`src/rtl/cam_pkg.sv`:
```
// rtl/cam_pkg.sv - shared mode encodings and pixel packing for the camera capture path
// Purpose: common types and helpers imported by cam_capture.
// Contents: cam_mode_e byte-format encodings, mode_norm, pack_rgb565/pack_grey/pack_raw.
package cam_pkg;

  localparam int CAM_DATA_W = 8;
  localparam int CAM_PIX_W  = 2 * CAM_DATA_W;

  typedef enum logic [1:0] {
    MODE_RGB565 = 2'd0,
    MODE_GREY   = 2'd1,
    MODE_RAW    = 2'd2,
    MODE_RSVD   = 2'd3
  } cam_mode_e;

  // The reserved encoding behaves exactly like RGB565, so it is folded at latch time.
  function automatic cam_mode_e mode_norm(input logic [1:0] m);
    return (m == 2'd3) ? MODE_RGB565 : cam_mode_e'(m);
  endfunction

  function automatic logic [CAM_PIX_W-1:0] pack_rgb565(input logic [CAM_DATA_W-1:0] b0,
                                                       input logic [CAM_DATA_W-1:0] b1);
    return {b0, b1};
  endfunction

  function automatic logic [CAM_PIX_W-1:0] pack_grey(input logic [CAM_DATA_W-1:0] y);
    return {y, y};
  endfunction

  function automatic logic [CAM_PIX_W-1:0] pack_raw(input logic [CAM_DATA_W-1:0] b);
    return {{CAM_DATA_W{1'b0}}, b};
  endfunction

endpackage

```
`src/rtl/cam_sync_edge.sv`:
```
// rtl/cam_sync_edge.sv - 2-flop synchronizer with registered rise/fall detect
// Purpose: bring one asynchronous camera pin into the CLK domain.
// Ports: clk, rst (async active-high), din (async pin),
//        lvl (synced level, aligned with the edge pulses), rise/fall (one-cycle pulses).
module cam_sync_edge (
  input  logic clk,
  input  logic rst,
  input  logic din,
  output logic lvl,
  output logic rise,
  output logic fall
);

  logic s1_q, s1_d;
  logic s2_q, s2_d;
  logic s3_q, s3_d;
  logic rise_q, rise_d;
  logic fall_q, fall_d;

  // s3 holds the previous synced value; the edge pulses are registered so that
  // they line up with s3 (the new level) in the same cycle.
  always_comb begin
    s1_d   = din;
    s2_d   = s1_q;
    s3_d   = s2_q;
    rise_d = s2_q & ~s3_q;
    fall_d = ~s2_q & s3_q;
  end

  always_ff @(posedge clk or posedge rst) begin
    if (rst) begin
      s1_q   <= 1'b0;
      s2_q   <= 1'b0;
      s3_q   <= 1'b0;
      rise_q <= 1'b0;
      fall_q <= 1'b0;
    end else begin
      s1_q   <= s1_d;
      s2_q   <= s2_d;
      s3_q   <= s3_d;
      rise_q <= rise_d;
      fall_q <= fall_d;
    end
  end

  assign lvl  = s3_q;
  assign rise = rise_q;
  assign fall = fall_q;

endmodule

```
`src/rtl/cam_capture.sv`:
```
// rtl/cam_capture.sv - camera byte capture, pixel assembly, decimation and pixel stream
// Purpose: sample the parallel camera bus, build pixels, emit them with x/y on a valid/ready stream.
// Ports: CLK/RST (async active-high); CamHsync/CamVsync/PCLK/CamData async camera pins;
//        Mode/Half latched at frame arming, CapEn sampled at arming, ErrClr clears sticky flags;
//        PixValid/PixReady/PixData/PixX/PixY/FrameStart/LineEnd pixel stream;
//        FrameDone pulse, Overrun/FmtErr sticky flags.
module cam_capture
  import cam_pkg::*;
#(
  parameter int DATA_W   = CAM_DATA_W,
  parameter int H_ACTIVE = 640,
  parameter int V_ACTIVE = 480,
  parameter int CNT_W    = 10
) (
  input  logic                CLK,
  input  logic                RST,
  input  logic                CamHsync,
  input  logic                CamVsync,
  input  logic                PCLK,
  input  logic [DATA_W-1:0]   CamData,
  input  logic [1:0]          Mode,
  input  logic                Half,
  input  logic                CapEn,
  input  logic                ErrClr,
  input  logic                PixReady,
  output logic                PixValid,
  output logic [2*DATA_W-1:0] PixData,
  output logic [CNT_W-1:0]    PixX,
  output logic [CNT_W-1:0]    PixY,
  output logic                FrameStart,
  output logic                LineEnd,
  output logic                FrameDone,
  output logic                Overrun,
  output logic                FmtErr
);

  localparam logic [CNT_W-1:0] H_FULL  = CNT_W'(H_ACTIVE);
  localparam logic [CNT_W-1:0] H_HALF  = CNT_W'(H_ACTIVE / 2);
  localparam logic [CNT_W-1:0] V_FULL  = CNT_W'(V_ACTIVE);
  localparam logic [CNT_W-1:0] V_HALF  = CNT_W'(V_ACTIVE / 2);
  localparam logic [CNT_W-1:0] CNT_MAX = '1;

  function automatic logic [CNT_W-1:0] sat_inc(input logic [CNT_W-1:0] v);
    return (v == CNT_MAX) ? v : v + 1'b1;
  endfunction

  // ---------------- input synchronization ----------------
  logic pclk_lvl, pclk_rise, pclk_fall;
  logic hs_lvl, hs_rise, hs_fall;
  logic vs_lvl, vs_rise, vs_fall;
  logic unused_sync;

  cam_sync_edge u_sync_pclk (.clk(CLK), .rst(RST), .din(PCLK),
                             .lvl(pclk_lvl), .rise(pclk_rise), .fall(pclk_fall));
  cam_sync_edge u_sync_hs   (.clk(CLK), .rst(RST), .din(CamHsync),
                             .lvl(hs_lvl), .rise(hs_rise), .fall(hs_fall));
  cam_sync_edge u_sync_vs   (.clk(CLK), .rst(RST), .din(CamVsync),
                             .lvl(vs_lvl), .rise(vs_rise), .fall(vs_fall));

  assign unused_sync = pclk_lvl ^ pclk_fall ^ hs_rise ^ vs_lvl;

  // Data gets three stages so it lines up with the registered PCLK edge pulse.
  logic [DATA_W-1:0] dat_s1_q, dat_s1_d, dat_s2_q, dat_s2_d, dat_s3_q, dat_s3_d;

  always_comb begin
    dat_s1_d = CamData;
    dat_s2_d = dat_s1_q;
    dat_s3_d = dat_s2_q;
  end

  // ---------------- capture state ----------------
  logic                armed_q, armed_d;
  cam_mode_e           mode_q, mode_d;
  logic                half_q, half_d;
  logic                phase_q, phase_d;
  logic [DATA_W-1:0]   byte0_q, byte0_d;
  logic [CNT_W-1:0]    x_q, x_d;
  logic [CNT_W-1:0]    y_q, y_d;
  logic                rawx_odd_q, rawx_odd_d;
  logic                rawy_odd_q, rawy_odd_d;
  logic                line_bytes_q, line_bytes_d;
  logic                first_q, first_d;
  logic                last_loaded_q, last_loaded_d;
  logic                pix_valid_q, pix_valid_d;
  logic [2*DATA_W-1:0] pix_data_q, pix_data_d;
  logic [CNT_W-1:0]    pix_x_q, pix_x_d;
  logic [CNT_W-1:0]    pix_y_q, pix_y_d;
  logic                frame_start_q, frame_start_d;
  logic                line_end_q, line_end_d;
  logic                frame_done_q, frame_done_d;
  logic                overrun_q, overrun_d;
  logic                fmt_err_q, fmt_err_d;

  logic                accept, pix_done, loaded_now, line_end_ev;
  logic [2*DATA_W-1:0] pix_word;
  logic [CNT_W-1:0]    h_out, v_out;

  always_comb begin
    armed_d       = armed_q;
    mode_d        = mode_q;
    half_d        = half_q;
    phase_d       = phase_q;
    byte0_d       = byte0_q;
    x_d           = x_q;
    y_d           = y_q;
    rawx_odd_d    = rawx_odd_q;
    rawy_odd_d    = rawy_odd_q;
    line_bytes_d  = line_bytes_q;
    first_d       = first_q;
    last_loaded_d = last_loaded_q;
    pix_valid_d   = pix_valid_q;
    pix_data_d    = pix_data_q;
    pix_x_d       = pix_x_q;
    pix_y_d       = pix_y_q;
    frame_start_d = frame_start_q;
    line_end_d    = line_end_q;
    frame_done_d  = 1'b0;
    // Clear first; set events below override it in the same cycle.
    overrun_d     = overrun_q & ~ErrClr;
    fmt_err_d     = fmt_err_q & ~ErrClr;
    pix_done      = 1'b0;
    pix_word      = '0;
    loaded_now    = 1'b0;

    h_out  = half_q ? H_HALF : H_FULL;
    v_out  = half_q ? V_HALF : V_FULL;
    accept = pix_valid_q & PixReady;

    if (accept) begin
      pix_valid_d   = 1'b0;
      frame_start_d = 1'b0;
      line_end_d    = 1'b0;
      last_loaded_d = 1'b0;
    end

    // Byte assembly
    if (armed_q && pclk_rise && hs_lvl) begin
      line_bytes_d = 1'b1;
      case (mode_q)
        MODE_GREY: begin
          phase_d = ~phase_q;
          if (!phase_q) begin
            pix_done = 1'b1;
            pix_word = pack_grey(dat_s3_q);
          end
        end
        MODE_RAW: begin
          pix_done = 1'b1;
          pix_word = pack_raw(dat_s3_q);
        end
        default: begin
          if (!phase_q) begin
            byte0_d = dat_s3_q;
            phase_d = 1'b1;
          end else begin
            pix_done = 1'b1;
            pix_word = pack_rgb565(byte0_q, dat_s3_q);
            phase_d  = 1'b0;
          end
        end
      endcase
    end

    // Pixel placement: decimation, range check, load or drop
    if (pix_done) begin
      rawx_odd_d = ~rawx_odd_q;
      if (!half_q || (!rawx_odd_q && !rawy_odd_q)) begin
        last_loaded_d = 1'b0;
        if (x_q >= h_out) begin
          fmt_err_d = 1'b1;
        end else if (!pix_valid_q || accept) begin
          pix_valid_d   = 1'b1;
          pix_data_d    = pix_word;
          pix_x_d       = x_q;
          pix_y_d       = y_q;
          frame_start_d = first_q;
          line_end_d    = 1'b0;
          first_d       = 1'b0;
          last_loaded_d = 1'b1;
          loaded_now    = 1'b1;
        end else begin
          overrun_d = 1'b1;
        end
        x_d = sat_inc(x_q);
      end
    end

    // Line end: HREF fall, or Vsync rising while HREF is still high.
    line_end_ev = armed_q & (hs_fall | (vs_rise & hs_lvl));
    if (line_end_ev) begin
      if (x_d != '0) begin
        if (loaded_now || (pix_valid_q && !accept && last_loaded_q)) begin
          line_end_d = 1'b1;
        end else if (!pix_valid_q || accept) begin
          // Marker pixel: zero data one past the last x, carries LineEnd only.
          pix_valid_d   = 1'b1;
          pix_data_d    = '0;
          pix_x_d       = x_d;
          pix_y_d       = y_q;
          frame_start_d = 1'b0;
          line_end_d    = 1'b1;
        end else begin
          overrun_d = 1'b1;
        end
        if (x_d != h_out) fmt_err_d = 1'b1;
        y_d = sat_inc(y_q);
      end
      if (line_bytes_d) rawy_odd_d = ~rawy_odd_q;
      x_d           = '0;
      phase_d       = 1'b0;
      rawx_odd_d    = 1'b0;
      line_bytes_d  = 1'b0;
      last_loaded_d = 1'b0;
    end

    if (armed_q && vs_rise) begin
      frame_done_d = 1'b1;
      if (y_d != v_out) fmt_err_d = 1'b1;
      armed_d = 1'b0;
    end

    if (vs_fall) begin
      armed_d      = CapEn;
      mode_d       = mode_norm(Mode);
      half_d       = Half;
      x_d          = '0;
      y_d          = '0;
      phase_d      = 1'b0;
      rawx_odd_d   = 1'b0;
      rawy_odd_d   = 1'b0;
      line_bytes_d = 1'b0;
      first_d      = 1'b1;
    end
  end

  always_ff @(posedge CLK or posedge RST) begin
    if (RST) begin
      dat_s1_q      <= '0;
      dat_s2_q      <= '0;
      dat_s3_q      <= '0;
      armed_q       <= 1'b0;
      mode_q        <= MODE_RGB565;
      half_q        <= 1'b0;
      phase_q       <= 1'b0;
      byte0_q       <= '0;
      x_q           <= '0;
      y_q           <= '0;
      rawx_odd_q    <= 1'b0;
      rawy_odd_q    <= 1'b0;
      line_bytes_q  <= 1'b0;
      first_q       <= 1'b0;
      last_loaded_q <= 1'b0;
      pix_valid_q   <= 1'b0;
      pix_data_q    <= '0;
      pix_x_q       <= '0;
      pix_y_q       <= '0;
      frame_start_q <= 1'b0;
      line_end_q    <= 1'b0;
      frame_done_q  <= 1'b0;
      overrun_q     <= 1'b0;
      fmt_err_q     <= 1'b0;
    end else begin
      dat_s1_q      <= dat_s1_d;
      dat_s2_q      <= dat_s2_d;
      dat_s3_q      <= dat_s3_d;
      armed_q       <= armed_d;
      mode_q        <= mode_d;
      half_q        <= half_d;
      phase_q       <= phase_d;
      byte0_q       <= byte0_d;
      x_q           <= x_d;
      y_q           <= y_d;
      rawx_odd_q    <= rawx_odd_d;
      rawy_odd_q    <= rawy_odd_d;
      line_bytes_q  <= line_bytes_d;
      first_q       <= first_d;
      last_loaded_q <= last_loaded_d;
      pix_valid_q   <= pix_valid_d;
      pix_data_q    <= pix_data_d;
      pix_x_q       <= pix_x_d;
      pix_y_q       <= pix_y_d;
      frame_start_q <= frame_start_d;
      line_end_q    <= line_end_d;
      frame_done_q  <= frame_done_d;
      overrun_q     <= overrun_d;
      fmt_err_q     <= fmt_err_d;
    end
  end

  assign PixValid   = pix_valid_q;
  assign PixData    = pix_data_q;
  assign PixX       = pix_x_q;
  assign PixY       = pix_y_q;
  assign FrameStart = frame_start_q;
  assign LineEnd    = line_end_q;
  assign FrameDone  = frame_done_q;
  assign Overrun    = overrun_q;
  assign FmtErr     = fmt_err_q;

endmodule
```
`config.mk`:
```
export PLATFORM = sky130hd
export DESIGN_NAME = cam_capture
export DESIGN_NICKNAME = d
export VERILOG_FILES = /design/src/rtl/cam_pkg.sv /design/src/rtl/cam_sync_edge.sv /design/src/rtl/cam_capture.sv
export SDC_FILE = /design/constraint.sdc
export NUM_CORES = 1
export LEC_CHECK = 0
export ABC_AREA = 1
export CAP_MARGIN = 20
export CORE_MARGIN = 5
export CORE_UTILIZATION = 51
export DETAILED_ROUTE_END_ITERATION = 10
export MAX_ROUTING_LAYER = met4
export PLACE_DENSITY = 0.82
export SETUP_SLACK_MARGIN = 0.02
export SLEW_MARGIN = 15
export SYNTH_ARGS = -nofsm -noshare
export SYNTH_HDL_FRONTEND = slang
export SYNTH_SLANG_ARGS = --single-unit
```
`constraint.sdc`:
```
create_clock -name CLK -period 3.5 [get_ports CLK]
set_input_delay 0.525 -clock CLK [delete_from_list [all_inputs] [get_ports CLK]]
set_output_delay 0.525 -clock CLK [all_outputs]
set_load 0.01 [all_outputs]
```
==> summary.md <==
| Metric | Value |
|---|---|
| Setup_tns | `0 ns` |
| Fraction of layout instances using a drive strength above 1 | `12.37%` |
| Clock latency on the worst-skew pair | `0.52 ns` |
| Count of final hold-check violations | `0` |
| Final Max Slew Viols | `0` |
| Pwr Density | `710.8 mW/mm^2` |
| FF-to-FF path depth | `16` |
| Synth top area share | `55.16%` |
| Sequential share of power | `37.8%` |
| Most frequent cells after synthesis | `140 x nand2_1, 117 x dfrtp_1, 71 x inv_1, 66 x nor2_1, 33 x nand3_1` |
| Post-layout nets | `686` |
| I/O Pins | `61` |
| CTS max path bufs | `2` |
| Hold Crit Class | `primary input to asynchronous set/reset pin` |
| Worst-margin pin slew | `0.7076 ns` |
| Hold slack | `0.3330 ns` |
| First DRT Iteration DRCs | `291` |
| Leak | `3.268 nW` |
| Clk sinks | `117` |
| Clock skew | `0.009293 ns` |
| NetSw | `1.308 mW` |
| H-Tree Depth | `4` |
| DP Wirelength | `8039 um` |
| Final Non-Filler Cells | `807` |
| Crit Path Max Fanout | `25` |
| Sequential-to-total area share from yosys stat | `55.16%` |
| EDFF count, synth | `0` |
| WP data required | `3.96 ns` |
| Largest area contributor in the netlist | `dfrtp_1` |
| Clock transition at the registers of the reported paths | `0.06 ns` |
| Post-Syn Nets | `620` |
| Placement Rows | `37` |
| CP startpoint kind | `flop` |
| R2R Setup Slk | `0.31 ns` |
| Die height | `112.0 um` |
| Rel. slew slack | `52.57%` |
| Synth area leaders | `dfrtp_1 55%, nand2_1 9.9%, inv_1 5.0%` |
| Synth-to-Final Area Change | `26.19%` |
| RD Place Congestion | `0.8886` |
| Tmin final | `3.195 ns` |
| Net Sw Frac | `27.47%` |
| Netlist cell types | `41` |
| Initial antenna violation count | `0` |
| Yosys warning count | `0` |
| Number of global-route vias before repair | `4124` |
| Placed Instances | `775` |
| P_int | `3.453 mW` |
| Via count | `4089` |
| Final setup vio count | `0` |
| Max cap viols | `0` |
| Critical Path AT | `3.65 ns` |
| Antenna Cells | `0` |
| Count leader, synth | `nand2_1` |
| Number of remaining DRC errors | `0` |
| Cell Area, Synth | `0.005308 sq mm` |
| Kind of critical path | `flop to flop` |
| Power share of the clock group | `39.6%` |
| All-Layer GR Usage | `20.62%` |
| Number of detailed-route iterations in the first pass | `6` |
| Die Area | `0.01255 sq mm` |
| Root Buffer | `clkbuf_8` |
| Top FF cell, synth | `dfrtp_1` |
| CTS Buf Count | `17` |
| Post-Syn Area per Cell | `8.966 sq um` |
| Synthesized instance count | `592` |
| Post-layout util | `65.46%` |
| Port-buffer cells | `60` |
| RSZ-0062 raised after global routing | `true` |
| Vias/cell | `5.067` |
| Average wire per standard cell | `14.77 um` |
| Global route overflow | `0` |
| Ys async rst share | `100.0%` |
| Final antenna-violating net count | `0` |
| Max Freq | `313.0 MHz` |
| Combinational Power Share | `22.6%` |
| Total Wirelength | `11920 um` |
| Setup Buffers After CTS | `0` |
| First-pass GRT wire length | `20180 um` |
| Yosys reg bits | `117` |
| Core Box Area | `0.01023 sq mm` |
| CTS tree | `built` |
| Peak supply drop | `0.0005250 V` |
| CTS Hold Buffers Added | `0` |
| Die X | `112.0 um` |
| Fin crit share | `91.28%` |
| Outcome | `finished, final reports clean` |
| Crit. End Element | `flop` |
| Initial Utilization | `51.88%` |
| Pin count of the biggest net entering global routing | `103` |
==> layout by cell type (no fill, tap or decap), types with 9 or more instances in the layout <==
master / Yosys / final
a21oi_1: 19 / 19
clkbuf_16: 0 / 16
clkdlybuf4s50_1: 0 / 60
dfrtp_1: 117 / 117
ha_1: 9 / 9
inv_1: 71 / 70
nand2_1: 140 / 139
nand3_1: 33 / 33
nand4_1: 10 / 10
nor2_1: 66 / 66
o21ai_0: 32 / 32
==> stage by stage <==
step | cell area (sq um) | power, mW | setup WS, ns
global placement | 6040 | 2.846 | 0.3818
CTS | 6685 | 4.805 | 0.1289
detailed placement | 6040 | 2.893 | 0.1526
floorplan | 5311 | 2.340 | 0.9872
global route | 6698 | 4.999 | 0.01822
finish | 6698 | 4.761 | 0.3053
==> state kept, by name (all words and copies together), names as in the netlist, 2 cells and up <==
signal,count
x_q,10
PixData,16
y_q,10
dat_s1_q,8
PixY,10
PixX,10
dat_s2_q,8
mode_q,2
byte0_q,8
dat_s3_q,8
==> final cells by class <==
type	instances	area, sq um
Clock buffer	21	449.2
Clock inverter	11	196.4
Fill cell	821	3533
Inverter	80	306.5
Multi-Input combinational cell	377	1997
Sequential cell	117	2928
Tap cell	136	170.2
Timing Repair Buffer	65	650.6
==> final timing paths <==
check / startpoint / end
min reg2reg: u_sync_vs.s1_q$_DFF_PP0_ / u_sync_vs.s2_q$_DFF_PP0_
max reg2reg: mode_q[0]$_DFFE_PP0P_ / PixData[15]$_DFF_PP0_
min: RST / FrameDone$_DFF_PP0_
min in group CLK: u_sync_vs.s1_q$_DFF_PP0_ / u_sync_vs.s2_q$_DFF_PP0_
max: mode_q[0]$_DFFE_PP0P_ / PixData[15]$_DFF_PP0_
max in group asynchronous: RST / line_bytes_q$_DFF_PP0_
==> worst max-delay path, cell delays in order, from the launching register on <==
cell and delay [ns]:
dfrtp_1 0.35, inv_1 0.06, ha_1 0.44, inv_4 0.21
nor2_4 0.06, nor2_8 0.15, nand3_4 0.15, nor2_4 0.17
nand2_1 0.07, nand2_1 0.11, nand2_2 0.08, nor2_4 0.16
nand3_4 0.21, nand3_2 0.30, buf_4 0.35, o211ai_1 0.16
inv_1 0.09
==> per-layer routing <==
layer | global-route usage, % | vias to the layer above | wire length, um
met3 | 4.636 | 21 | 652
li1 | - | 2018 | -
met4 | 8.494 | 0 | 207
met2 | 33.45 | 120 | 5995
met1 | 25.12 | 1930 | 5067
met5 | - | - | 0
==> logic make-up after synthesis <==
logic type / synth area share [%]
AND/OR/NAND/NOR: 24.73
flip-flops: 55.16
buffers and inverters: 7.450
AO/OA/AOI/OAI: 8.181
adder cells (fa/ha/maj): 2.122
multiplexers: 1.697
XOR/XNOR: 0.6600
==> what timing repair did <==
| item | in CTS | in global routing |
|---|---|---|
| hold endpoints to repair | 0 | 0 |
| endpoints found under the setup margin | 0 | 10 |
| resized for setup | 0 | 2 |
==> power by group through the flow <==
| stage | clock network (mW) | registers (mW) | logic (mW) |
|---|---|---|---|
| 2_1_floorplan | 0 | 1.87 | 0.468 |
| 3_3_place_gp | 0 | 1.81 | 1.04 |
| 3_5_place_dp | 0 | 1.82 | 1.07 |
| 4_1_cts | 1.91 | 1.81 | 1.09 |
| 5_1_grt | 1.97 | 1.83 | 1.19 |
| 6_report | 1.89 | 1.80 | 1.07 |
Note: power is estimated with default switching activity, not from simulation.
